File: config.mk
export PLATFORM = sky130hd
export DESIGN_NAME = urv_trap_ctrl
export DESIGN_NICKNAME = d
export VERILOG_FILES = /design/src/rtl/urv_defs_pkg.sv /design/src/rtl/urv_irq_prio.sv /design/src/rtl/urv_trap_ctrl.sv
export SDC_FILE = /design/constraint.sdc
export NUM_CORES = 1
export LEC_CHECK = 0
export ABC_AREA = 1
export CORE_MARGIN = 5
export CORE_UTILIZATION = 34
export CTS_CLUSTER_SIZE = 14
export DETAILED_ROUTE_END_ITERATION = 10
export PLACE_DENSITY = 0.77
export SYNTH_ARGS = -nofsm -noshare
export SYNTH_HDL_FRONTEND = slang
export SYNTH_SLANG_ARGS = --single-unit
File: constraint.sdc
create_clock -name clk_i -period 1.5 [get_ports clk_i]
set_input_delay 0.3 -clock clk_i [delete_from_list [all_inputs] [get_ports clk_i]]
set_output_delay 0.3 -clock clk_i [all_outputs]
set_load 0.01 [all_outputs]
File: src/rtl/urv_defs_pkg.sv
// Shared definitions for the uRV machine-mode trap controller:
// CSR addresses, cause codes, CSR bit positions and the FSM state type.
package urv_defs;

    localparam logic [11:0] CSR_ID_MSTATUS = 12'h300;
    localparam logic [11:0] CSR_ID_MIE     = 12'h304;
    localparam logic [11:0] CSR_ID_MEPC    = 12'h341;
    localparam logic [11:0] CSR_ID_MCAUSE  = 12'h342;
    localparam logic [11:0] CSR_ID_MIP     = 12'h344;

    localparam logic [3:0] CAUSE_MTIMER = 4'd7;
    localparam logic [3:0] CAUSE_MEXT   = 4'd11;

    // Bit positions inside mstatus / mie / mip
    localparam int BIT_MIE  = 3;
    localparam int BIT_MPIE = 7;
    localparam int BIT_MTIX = 7;
    localparam int BIT_MEIX = 11;

    typedef enum logic [1:0] {
        ST_IDLE,
        ST_TRAP,
        ST_REFILL
    } trap_state_e;

    // mcause layout: interrupt flag in the MSB, code in the low nibble
    function automatic logic [31:0] mcause_word(input logic intr, input logic [3:0] code);
        return {intr, 27'b0, code};
    endfunction

endpackage

File: src/rtl/urv_irq_prio.sv
// Fixed-priority interrupt encoder: external interrupt beats timer interrupt.
// Inputs are already masked (mip & mie).
module urv_irq_prio
    import urv_defs::*;
(
    input  logic       meip_i,
    input  logic       mtip_i,
    output logic       pending_o,
    output logic [3:0] code_o
);

    // Pick the highest-priority enabled interrupt
    always_comb begin
        // NOTE: every output gets a default first so no path leaves it unassigned (no latch).
        pending_o = 1'b0;
        code_o    = 4'd0;
        if (meip_i) begin
            pending_o = 1'b1;
            code_o    = CAUSE_MEXT;
        end else if (mtip_i) begin
            pending_o = 1'b1;
            code_o    = CAUSE_MTIMER;
        end
    end

endmodule

File: src/rtl/urv_trap_ctrl.sv
// Machine-mode trap controller for uRV: owns mstatus/mie/mip/mepc/mcause,
// takes sync exceptions and interrupts, executes mret and redirects fetch.
// Build option: URV_TIMER_IRQ_EN enables the timer interrupt (MTIP/MTIE).
module urv_trap_ctrl
    import urv_defs::*;
#(
    parameter logic [31:0] g_trap_vector   = 32'h8,
    parameter int unsigned g_refill_cycles = 2
) (
    input  logic        clk_i,
    input  logic        rst_i,
    input  logic        x_stall_i,
    input  logic        x_kill_i,
    input  logic        x_valid_i,
    input  logic [31:0] x_pc_i,
    input  logic        x_is_csr_i,
    input  logic [11:0] x_csr_sel_i,
    input  logic [31:0] x_csr_write_value_i,
    input  logic        x_exception_i,
    input  logic [3:0]  x_exception_cause_i,
    input  logic        x_is_mret_i,
    input  logic        irq_i,
    input  logic        timer_irq_i,
    output logic        f_redirect_o,
    output logic [31:0] f_redirect_pc_o,
    output logic        x_trap_taken_o,
    output logic [31:0] csr_mstatus_o,
    output logic [31:0] csr_mie_o,
    output logic [31:0] csr_mip_o,
    output logic [31:0] csr_mepc_o,
    output logic [31:0] csr_mcause_o
);

    localparam logic [2:0] REFILL_INIT = 3'(g_refill_cycles - 1);

    trap_state_e state_q, state_d;
    logic [2:0]  cnt_q, cnt_d;
    logic [31:0] redirect_pc_q, redirect_pc_d;
    logic        mstatus_mie_q, mstatus_mie_d;
    logic        mstatus_mpie_q, mstatus_mpie_d;
    logic        mie_meie_q, mie_meie_d;
    logic        mie_mtie_q, mie_mtie_d;
    logic        mip_meip_q, mip_meip_d;
    logic        mip_mtip_q, mip_mtip_d;
    logic [31:2] mepc_q, mepc_d;
    logic        mcause_intr_q, mcause_intr_d;
    logic [3:0]  mcause_code_q, mcause_code_d;

    logic        commit;
    logic        exc_take;
    logic        irq_take;
    logic        trap;
    logic        mret_take;
    logic        csr_we;
    logic        irq_pending;
    logic [3:0]  irq_code;

    // The low PC bits never reach mepc (word-aligned)
    logic [1:0]  unused_pc_lsb;
    assign unused_pc_lsb = x_pc_i[1:0];

`ifndef URV_TIMER_IRQ_EN
    logic unused_timer_irq;
    assign unused_timer_irq = timer_irq_i;
`endif

    urv_irq_prio u_irq_prio (
        .meip_i   (mip_meip_q & mie_meie_q),
        .mtip_i   (mip_mtip_q & mie_mtie_q),
        .pending_o(irq_pending),
        .code_o   (irq_code)
    );

    // Event qualification; all decisions use the registered (pre-write) CSR values
    assign commit    = !x_stall_i && !x_kill_i;
    assign exc_take  = x_exception_i && commit;
    assign irq_take  = mstatus_mie_q && irq_pending && (state_q == ST_IDLE)
                       && x_valid_i && !x_stall_i;
    assign trap      = exc_take || irq_take;
    assign mret_take = x_is_mret_i && commit && !trap;
    assign csr_we    = x_is_csr_i && commit && !trap && !mret_take;

    // Next-state: redirect FSM, trap entry, mret and CSR writes in priority order
    always_comb begin
        state_d        = state_q;
        cnt_d          = cnt_q;
        redirect_pc_d  = redirect_pc_q;
        mstatus_mie_d  = mstatus_mie_q;
        mstatus_mpie_d = mstatus_mpie_q;
        mie_meie_d     = mie_meie_q;
        mie_mtie_d     = mie_mtie_q;
        mepc_d         = mepc_q;
        mcause_intr_d  = mcause_intr_q;
        mcause_code_d  = mcause_code_q;
        mip_meip_d     = irq_i;
`ifdef URV_TIMER_IRQ_EN
        mip_mtip_d     = timer_irq_i;
`else
        mip_mtip_d     = 1'b0;
`endif

        unique case (state_q)
            ST_TRAP: begin
                state_d = ST_REFILL;
                cnt_d   = REFILL_INIT;
            end
            ST_REFILL: begin
                if (cnt_q == 3'd0) state_d = ST_IDLE;
                else               cnt_d   = cnt_q - 3'd1;
            end
            default: ;
        endcase

        if (trap) begin
            mepc_d         = x_pc_i[31:2];
            mcause_intr_d  = !exc_take;
            mcause_code_d  = exc_take ? x_exception_cause_i : irq_code;
            mstatus_mpie_d = mstatus_mie_q;
            mstatus_mie_d  = 1'b0;
            state_d        = ST_TRAP;
            redirect_pc_d  = g_trap_vector;
        end else if (mret_take) begin
            mstatus_mie_d  = mstatus_mpie_q;
            mstatus_mpie_d = 1'b1;
            state_d        = ST_TRAP;
            redirect_pc_d  = {mepc_q, 2'b00};
        end else if (csr_we) begin
            unique case (x_csr_sel_i)
                CSR_ID_MSTATUS: begin
                    mstatus_mie_d  = x_csr_write_value_i[BIT_MIE];
                    mstatus_mpie_d = x_csr_write_value_i[BIT_MPIE];
                end
                CSR_ID_MIE: begin
                    mie_meie_d = x_csr_write_value_i[BIT_MEIX];
`ifdef URV_TIMER_IRQ_EN
                    mie_mtie_d = x_csr_write_value_i[BIT_MTIX];
`endif
                end
                CSR_ID_MEPC: mepc_d = x_csr_write_value_i[31:2];
                CSR_ID_MCAUSE: begin
                    mcause_intr_d = x_csr_write_value_i[31];
                    mcause_code_d = x_csr_write_value_i[3:0];
                end
                default: ;
            endcase
        end
    end

    // State and CSR registers with synchronous reset
    always_ff @(posedge clk_i) begin
        // NOTE: sequential state uses non-blocking assignments so all registers update together at the edge.
        if (rst_i) begin
            state_q        <= ST_IDLE;
            cnt_q          <= 3'd0;
            redirect_pc_q  <= 32'd0;
            mstatus_mie_q  <= 1'b0;
            mstatus_mpie_q <= 1'b0;
            mie_meie_q     <= 1'b0;
            mie_mtie_q     <= 1'b0;
            mip_meip_q     <= 1'b0;
            mip_mtip_q     <= 1'b0;
            mepc_q         <= 30'd0;
            mcause_intr_q  <= 1'b0;
            mcause_code_q  <= 4'd0;
        end else begin
            state_q        <= state_d;
            cnt_q          <= cnt_d;
            redirect_pc_q  <= redirect_pc_d;
            mstatus_mie_q  <= mstatus_mie_d;
            mstatus_mpie_q <= mstatus_mpie_d;
            mie_meie_q     <= mie_meie_d;
            mie_mtie_q     <= mie_mtie_d;
            mip_meip_q     <= mip_meip_d;
            mip_mtip_q     <= mip_mtip_d;
            mepc_q         <= mepc_d;
            mcause_intr_q  <= mcause_intr_d;
            mcause_code_q  <= mcause_code_d;
        end
    end

    assign x_trap_taken_o  = trap;
    assign f_redirect_o    = (state_q == ST_TRAP);
    assign f_redirect_pc_o = (state_q == ST_TRAP) ? redirect_pc_q : 32'd0;

    always_comb begin
        csr_mstatus_o           = 32'd0;
        csr_mstatus_o[BIT_MIE]  = mstatus_mie_q;
        csr_mstatus_o[BIT_MPIE] = mstatus_mpie_q;
        csr_mie_o               = 32'd0;
        csr_mie_o[BIT_MEIX]     = mie_meie_q;
        csr_mie_o[BIT_MTIX]     = mie_mtie_q;
        csr_mip_o               = 32'd0;
        csr_mip_o[BIT_MEIX]     = mip_meip_q;
        csr_mip_o[BIT_MTIX]     = mip_mtip_q;
    end

    assign csr_mepc_o   = {mepc_q, 2'b00};
    assign csr_mcause_o = mcause_word(mcause_intr_q, mcause_code_q);

endmodule
# After elaboration in Yosys (flattened, before gate mapping)

Index checks and enable logic that the tools add are counted.

Flip-flop bits (word level): 74
ROM bits: 0
Memories kept: 0
RAM bits: 0
Bits of input ports: 90
Bits in latches: 0
Output and inout bits: 194
Word-level logic and storage cells: 96

Add/sub/neg operators: 1
Mux-type cells: 31
Div/mod/pow operators: 0
Magnitude comparators: 0
Bitwise operators: 3
Shifts and indexed selects: 0
Reductions and logical operators: 39
Equality and inequality tests: 10
Multiply operators: 0

Operator list:

| operator                                         | count |
|---|---|
| two-way mux 30 bit                               | 4 |
| == test 12 x 10 -> 1 bit, second input constant  | 4 |
| two-way mux 32 bit                               | 1 |
| two-way mux 4 bit                                | 8 |
| two-way mux 1 bit                                | 14 |
| nonzero test 2 bit                               | 7 |
| logical AND 1 bit                                | 11 |
| AND reduction 2 bit                              | 5 |
| inequality test 2 bit, second input constant     | 3 |
| one-hot mux 3 bit (2 select lines)               | 1 |
| AND reduction 3 bit                              | 2 |
| nonzero test 3 bit                               | 2 |
| zero test 1 bit                                  | 5 |
| inequality test 4 bit, second input constant     | 1 |
| one-hot mux 2 bit (2 select lines)               | 1 |
| AND reduction 4 bit                              | 1 |
| nonzero test 4 bit                               | 1 |
| zero test 3 bit                                  | 1 |
| two-way mux 3 bit                                | 1 |
| OR reduction 3 bit                               | 1 |
| subtractor 3 x 1 -> 3 bit, second input constant | 1 |
| == test 2 x 1 -> 1 bit, second input constant    | 1 |
| == test 2 bit, second input constant             | 1 |
| zero test 2 bit                                  | 1 |
| other kinds (5)                                  | 6 |

# Logic depth before layout (Yosys ltp)

Depth in word-level cells: 14
Depth in mapped cells: 12

# Hierarchy

A second synthesis with hierarchy kept.

Cell total of the unflattened synthesis: 753
Area, all modules: 4760.8 um2

Modules (own cells, without submodules):

| module        | seq. area each (um2) | instances | area an instance (um2) | cells an instance |
|---|---|---|---|---|
| urv_trap_ctrl | 1481.4               | 1         | 4723.3                 | 746 |
| urv_irq_prio  | 0.0                  | 1         | 37.5                   | 7 |

# Least setup slack after synthesis

No wires, ideal clock.

Kind: input to register
Start: input port x_stall_i
End: register mepc_q[11] in the netlist's numbering
Setup slack: 0.066 ns
Stages on the path: 8
Arrival: 1.321 ns
Path through: nor2_4 > nand2_2 > o211ai_2 > nand2_2 > buf_6 > buf_6 > nor2_1 > nor2_1

Cells in the longest elaborated chain, start to end: 10
Elaborated cells on any way between the ends: 17
Those cells by class: eq/ne (1); mux (1); reduce/logical (15)

RTL lines:

| item                                 | line                                     | text |
|---|---|---|
| start, declared                      | urv_trap_ctrl.sv:12                      | `input logic x_stall_i,` |
| zero test 1 bit (*)                  | urv_trap_ctrl.sv:75, urv_trap_ctrl.sv:78 |  |
| logical AND 1 bit                    | urv_trap_ctrl.sv:75                      | `assign commit = !x_stall_i && !x_kill_i;` |
| logical AND 1 bit                    | urv_trap_ctrl.sv:76                      | `assign exc_take = x_exception_i && commit;` |
| logical OR 1 bit                     | urv_trap_ctrl.sv:79                      | `assign trap = exc_take \|\| irq_take;` |
| zero test 1 bit                      | urv_trap_ctrl.sv:80, urv_trap_ctrl.sv:81 |  |
| logical AND 1 bit                    | urv_trap_ctrl.sv:80                      | `assign mret_take = x_is_mret_i && commit && !trap;` |
| zero test 1 bit                      | urv_trap_ctrl.sv:81                      | `assign csr_we = x_is_csr_i && commit && !trap && !mret_take;` |
| logical AND 1 bit                    | urv_trap_ctrl.sv:81                      |  |
| nonzero test 2 bit (no source line)  | -                                        |  |
| AND reduction 3 bit (no source line) | -                                        |  |
| end signal, assigned                 | urv_trap_ctrl.sv:175                     | `mepc_q <= mepc_d;` |
| end, declared                        | urv_trap_ctrl.sv:45                      | `logic [31:2] mepc_q, mepc_d;` |

Mark *: on every way between the ends. The rest lies on a longest branch, timed or not.
A chain may end at the register's enable or synchronous reset.

# Worst setup path after layout

Start: register state_q[0]
End: output port f_redirect_pc_o[22]

Cells in the longest elaborated chain, start to end: 2

RTL lines:

| item                   | line                 | text |
|---|---|---|
| start, declared        | urv_trap_ctrl.sv:36  | `trap_state_e state_q, state_d;` |
| start signal, assigned | urv_trap_ctrl.sv:166 | `state_q <= state_d;` |
| == test 2 x 1 -> 1 bit | urv_trap_ctrl.sv:183 | `assign f_redirect_pc_o = (state_q == ST_TRAP) ? redirect_pc_q : 32'd0;` |
| two-way mux 32 bit     | urv_trap_ctrl.sv:183 |  |
| end, declared          | urv_trap_ctrl.sv:25  | `output logic [31:0] f_redirect_pc_o,` |

No other way between the ends.

==> summary.txt <==
Clocking
  • Clock Root Buffer: clkbuf_16
  • Num CTS Buffers: 9
  • Clk sink count: 74
  • Clock buffer depth: 2
  • TritonCTS clock tree: built
  • Cts hold-fix bufs: 0
  • Clock slew at reported path FFs: 60 ps
  • Clk Latency, worst-skew pair: 340 ps
  • Htree depth: 3

Placed design
  • Cell count after placement: 1,084
  • RePlAce Congestion: 0.807
  • DP Wirelength: 10.8 mm
  • PortBufs: 157
  • Cell Area, Placed: 0.00620 mm²
  • Setup WS pre-CTS: -487 ps

Setup path
  • Worst path required time: 1200 ps
  • Startpoint Class: flip-flop
  • Crit path from: state_q[0]
  • Worst Path Max Fanout: 22
  • Reg2reg start: state_q[1]
  • Crit Path Class: reg2out
  • Reg2reg end: mstatus_mie_q
  • Arrival time worst endpoint: 1350 ps
  • R2R setup slack: -140 ps
  • Critical Path End: f_redirect_pc_o[22]
  • CP Capture Type: primary output
  • Register-to-Register Path Depth: 14

Global route
  • Initial antenna violation count: 0
  • Vias in the first global route: 4,487
  • GRT overflow: 0
  • First-pass GRT wire length: 22.6 mm
  • Global Route Usage Sum: 17.7%
  • Pin count of the biggest net entering global routing: 39

Final layout
  • Area delta synth->final: 51.9%
  • N_diodes: 0
  • Commonest non-fill, non-tap cell in the layout: nand2_1
  • Commonest cells after routing, fill and taps aside: nand2_1, conb_1, clkdlybuf4s50_1
  • Nets: 1,031
  • Fin cells: 1,124
  • Fin area: 0.00715 mm²
  • # fillers: 1,351
  • Final core occ: 52.1%
  • Share of layout cells above drive strength 1: 22.6%

Timing
  • Unrepaired setup endpoints after global routing: true
  • Achievable frequency: 607 MHz
  • Min Tclk post-route: 1650 ps
  • Slew Viols, Final: 0
  • Final Hold Viols: 0
  • Final setup fails: 96
  • Min Hold Slack: 448 ps
  • Fin Clk Skew: 4.97 ps
  • Crit share post-route: 110%
  • Final worst slack: -147 ps
  • Total negative slack: -7350 ps

Detailed routing
  • Vias: 4,729
  • ANT nets after route: 0
  • Post-Route WL: 15.3 mm
  • Pre-antenna DRT Iters: 4
  • DRC: 0
  • Iteration-0 DRC Markers: 205
  • Drt via density: 4.21
  • Routed len/inst: 13.6 µm

Flow run
  • Maxcap violations: 0

Power and ir drop
  • Total Power: 5.68 mW
  • Worst IR drop on VDD: 567 µV
  • Leakage Power: 3.66 nW
  • Power Density: 794 mW/mm²

Synth
  • Mux cell area share after synthesis: 0%
  • #FFs+latches synth: 74
  • Largest family of logic cells by synthesized area: buffers and inverters
  • Synth cell types: 25
  • Syn avg cell area: 6.37 µm²
  • Sequential element share of the synthesized area: 31.5%
  • Syn Inst Count: 739
  • Warnings from Yosys: 0
  • Synth Area in Adders: 0.532%
  • Area fraction in compound gates after synthesis: 8.48%
  • Synth Area in Simple Gates: 28.9%
  • Cell Area, Synth: 0.00471 mm²
  • Xor and xnor area share after synthesis: 0%

Worst hold path
  • Worst Hold Class: reg2reg
  • WHS Path Cells: 2

Floorplanning
  • Row count: 43
  • Die area: 0.0163 mm²
  • Core Region: 0.0137 mm²
  • Die width: 128 µm
  • Die Y: 128 µm
  • Ports: 284
  • Starting Density: 34.3%

Run status
  • Status: finished, violations left
  • Failing checks: setup timing
kinds of logic after synthesis:
logic type,count (synthesis)
other,1
AOI/OAI and AO/OA,78
adders and majority gates,2
DFF,74
and+or+nand+nor,339
buffers and inverters,245
report_power, final:
part           internal (mW)  switching [mW]
Clock                   1.67           0.854
Sequential              2.03          0.0354
Combinational          0.494           0.591
synth_stat cells:
| cell type | instances | share of area (%) |
|---|---|---|
| buf_4 | 130 | 21 |
| dfxtp_1 | 74 | 31 |
| ha_1 | 2 | 0.53 |
| nand2_1 | 185 | 15 |
| nand3_1 | 22 | 2.3 |
| nand4_1 | 1 | 0.13 |
| buf_6 | 3 | 0.72 |
| nor2_1 | 114 | 9.1 |
| inv_1 | 85 | 6.8 |
| a31oi_1 | 1 | 0.13 |
| buf_2 | 7 | 0.74 |
| a21oi_1 | 39 | 4.1 |
| nor2_4 | 3 | 0.72 |
| clkbuf_1 | 10 | 0.80 |
| nand3b_1 | 1 | 0.16 |
| buf_1 | 5 | 0.40 |
| nand2_2 | 5 | 0.66 |
| clkinv_1 | 1 | 0.080 |
| o211ai_2 | 1 | 0.27 |
| or2_2 | 1 | 0.13 |
| nand2_4 | 1 | 0.24 |
| nor3_1 | 6 | 0.64 |
| inv_2 | 4 | 0.32 |
| o21ai_0 | 37 | 3.9 |
| conb_1 | 1 | 0.080 |
worst min-delay path by stage:
stage / startpoint / endpoint / slack, ps
3_3_place_gp: redirect_pc_q[14] / redirect_pc_q[14] / 440
3_5_place_dp: redirect_pc_q[23] / redirect_pc_q[23] / 440
4_1_cts: redirect_pc_q[23] / redirect_pc_q[23] / 450
5_1_grt: redirect_pc_q[23] / redirect_pc_q[23] / 470
6_report: redirect_pc_q[25] / redirect_pc_q[25] / 450
2_1_floorplan: rst_i / cnt_q[1] / 370
final cells by class:
cell class                 count  area, µm²  share of cell area [%]
multi-input combinational    542       2590                    36.2
timing repair buffer         222       2140                    30.0
sequential                    74       1490                    20.8
inverter                      90        350                    4.90
clock buffer                  10        239                    3.34
tap                          180        225                    3.15
clock inverter                 6        114                    1.59
critical path, stage by stage, from the launching register on:
cell and delay, ps:
dfxtp_2 350, inv_4 50, nor2_4 120, inv_4 70, buf_12 170, nor2_2 100
buf_2 140
registers in the layout, indices dropped and copies added, names as in the netlist:
name and count:
mepc_q 30, redirect_pc_q 30, mcause_code_q 4, cnt_q 3
state_q 2, mcause_intr_q 1, mie_meie_q 1, mip_meip_q 1
mstatus_mie_q 1, mstatus_mpie_q 1
layer usage:
| layer | GRT usage [%] | part of all wire, % | vias to the layer above | wire length (µm) |
|---|---|---|---|---|
| met2 | 32.3 | 52 | 200 | 7920 |
| met4 | 5.62 | 1.3 | 0 | 205 |
| met1 | 19.7 | 38 | 2132 | 5820 |
| met5 | 0 | 0 | - | 0 |
| met3 | 5.13 | 8.7 | 16 | 1330 |
| li1 | - | - | 2381 | - |
repair_timing:
item	4_1_cts	5_1_grt
pin swaps	10	28
resized for setup	276	81
setup endpoints to repair	138	102
gates cloned	6	1
setup buffers	11	8
Power figures use the tool's default switching activity.
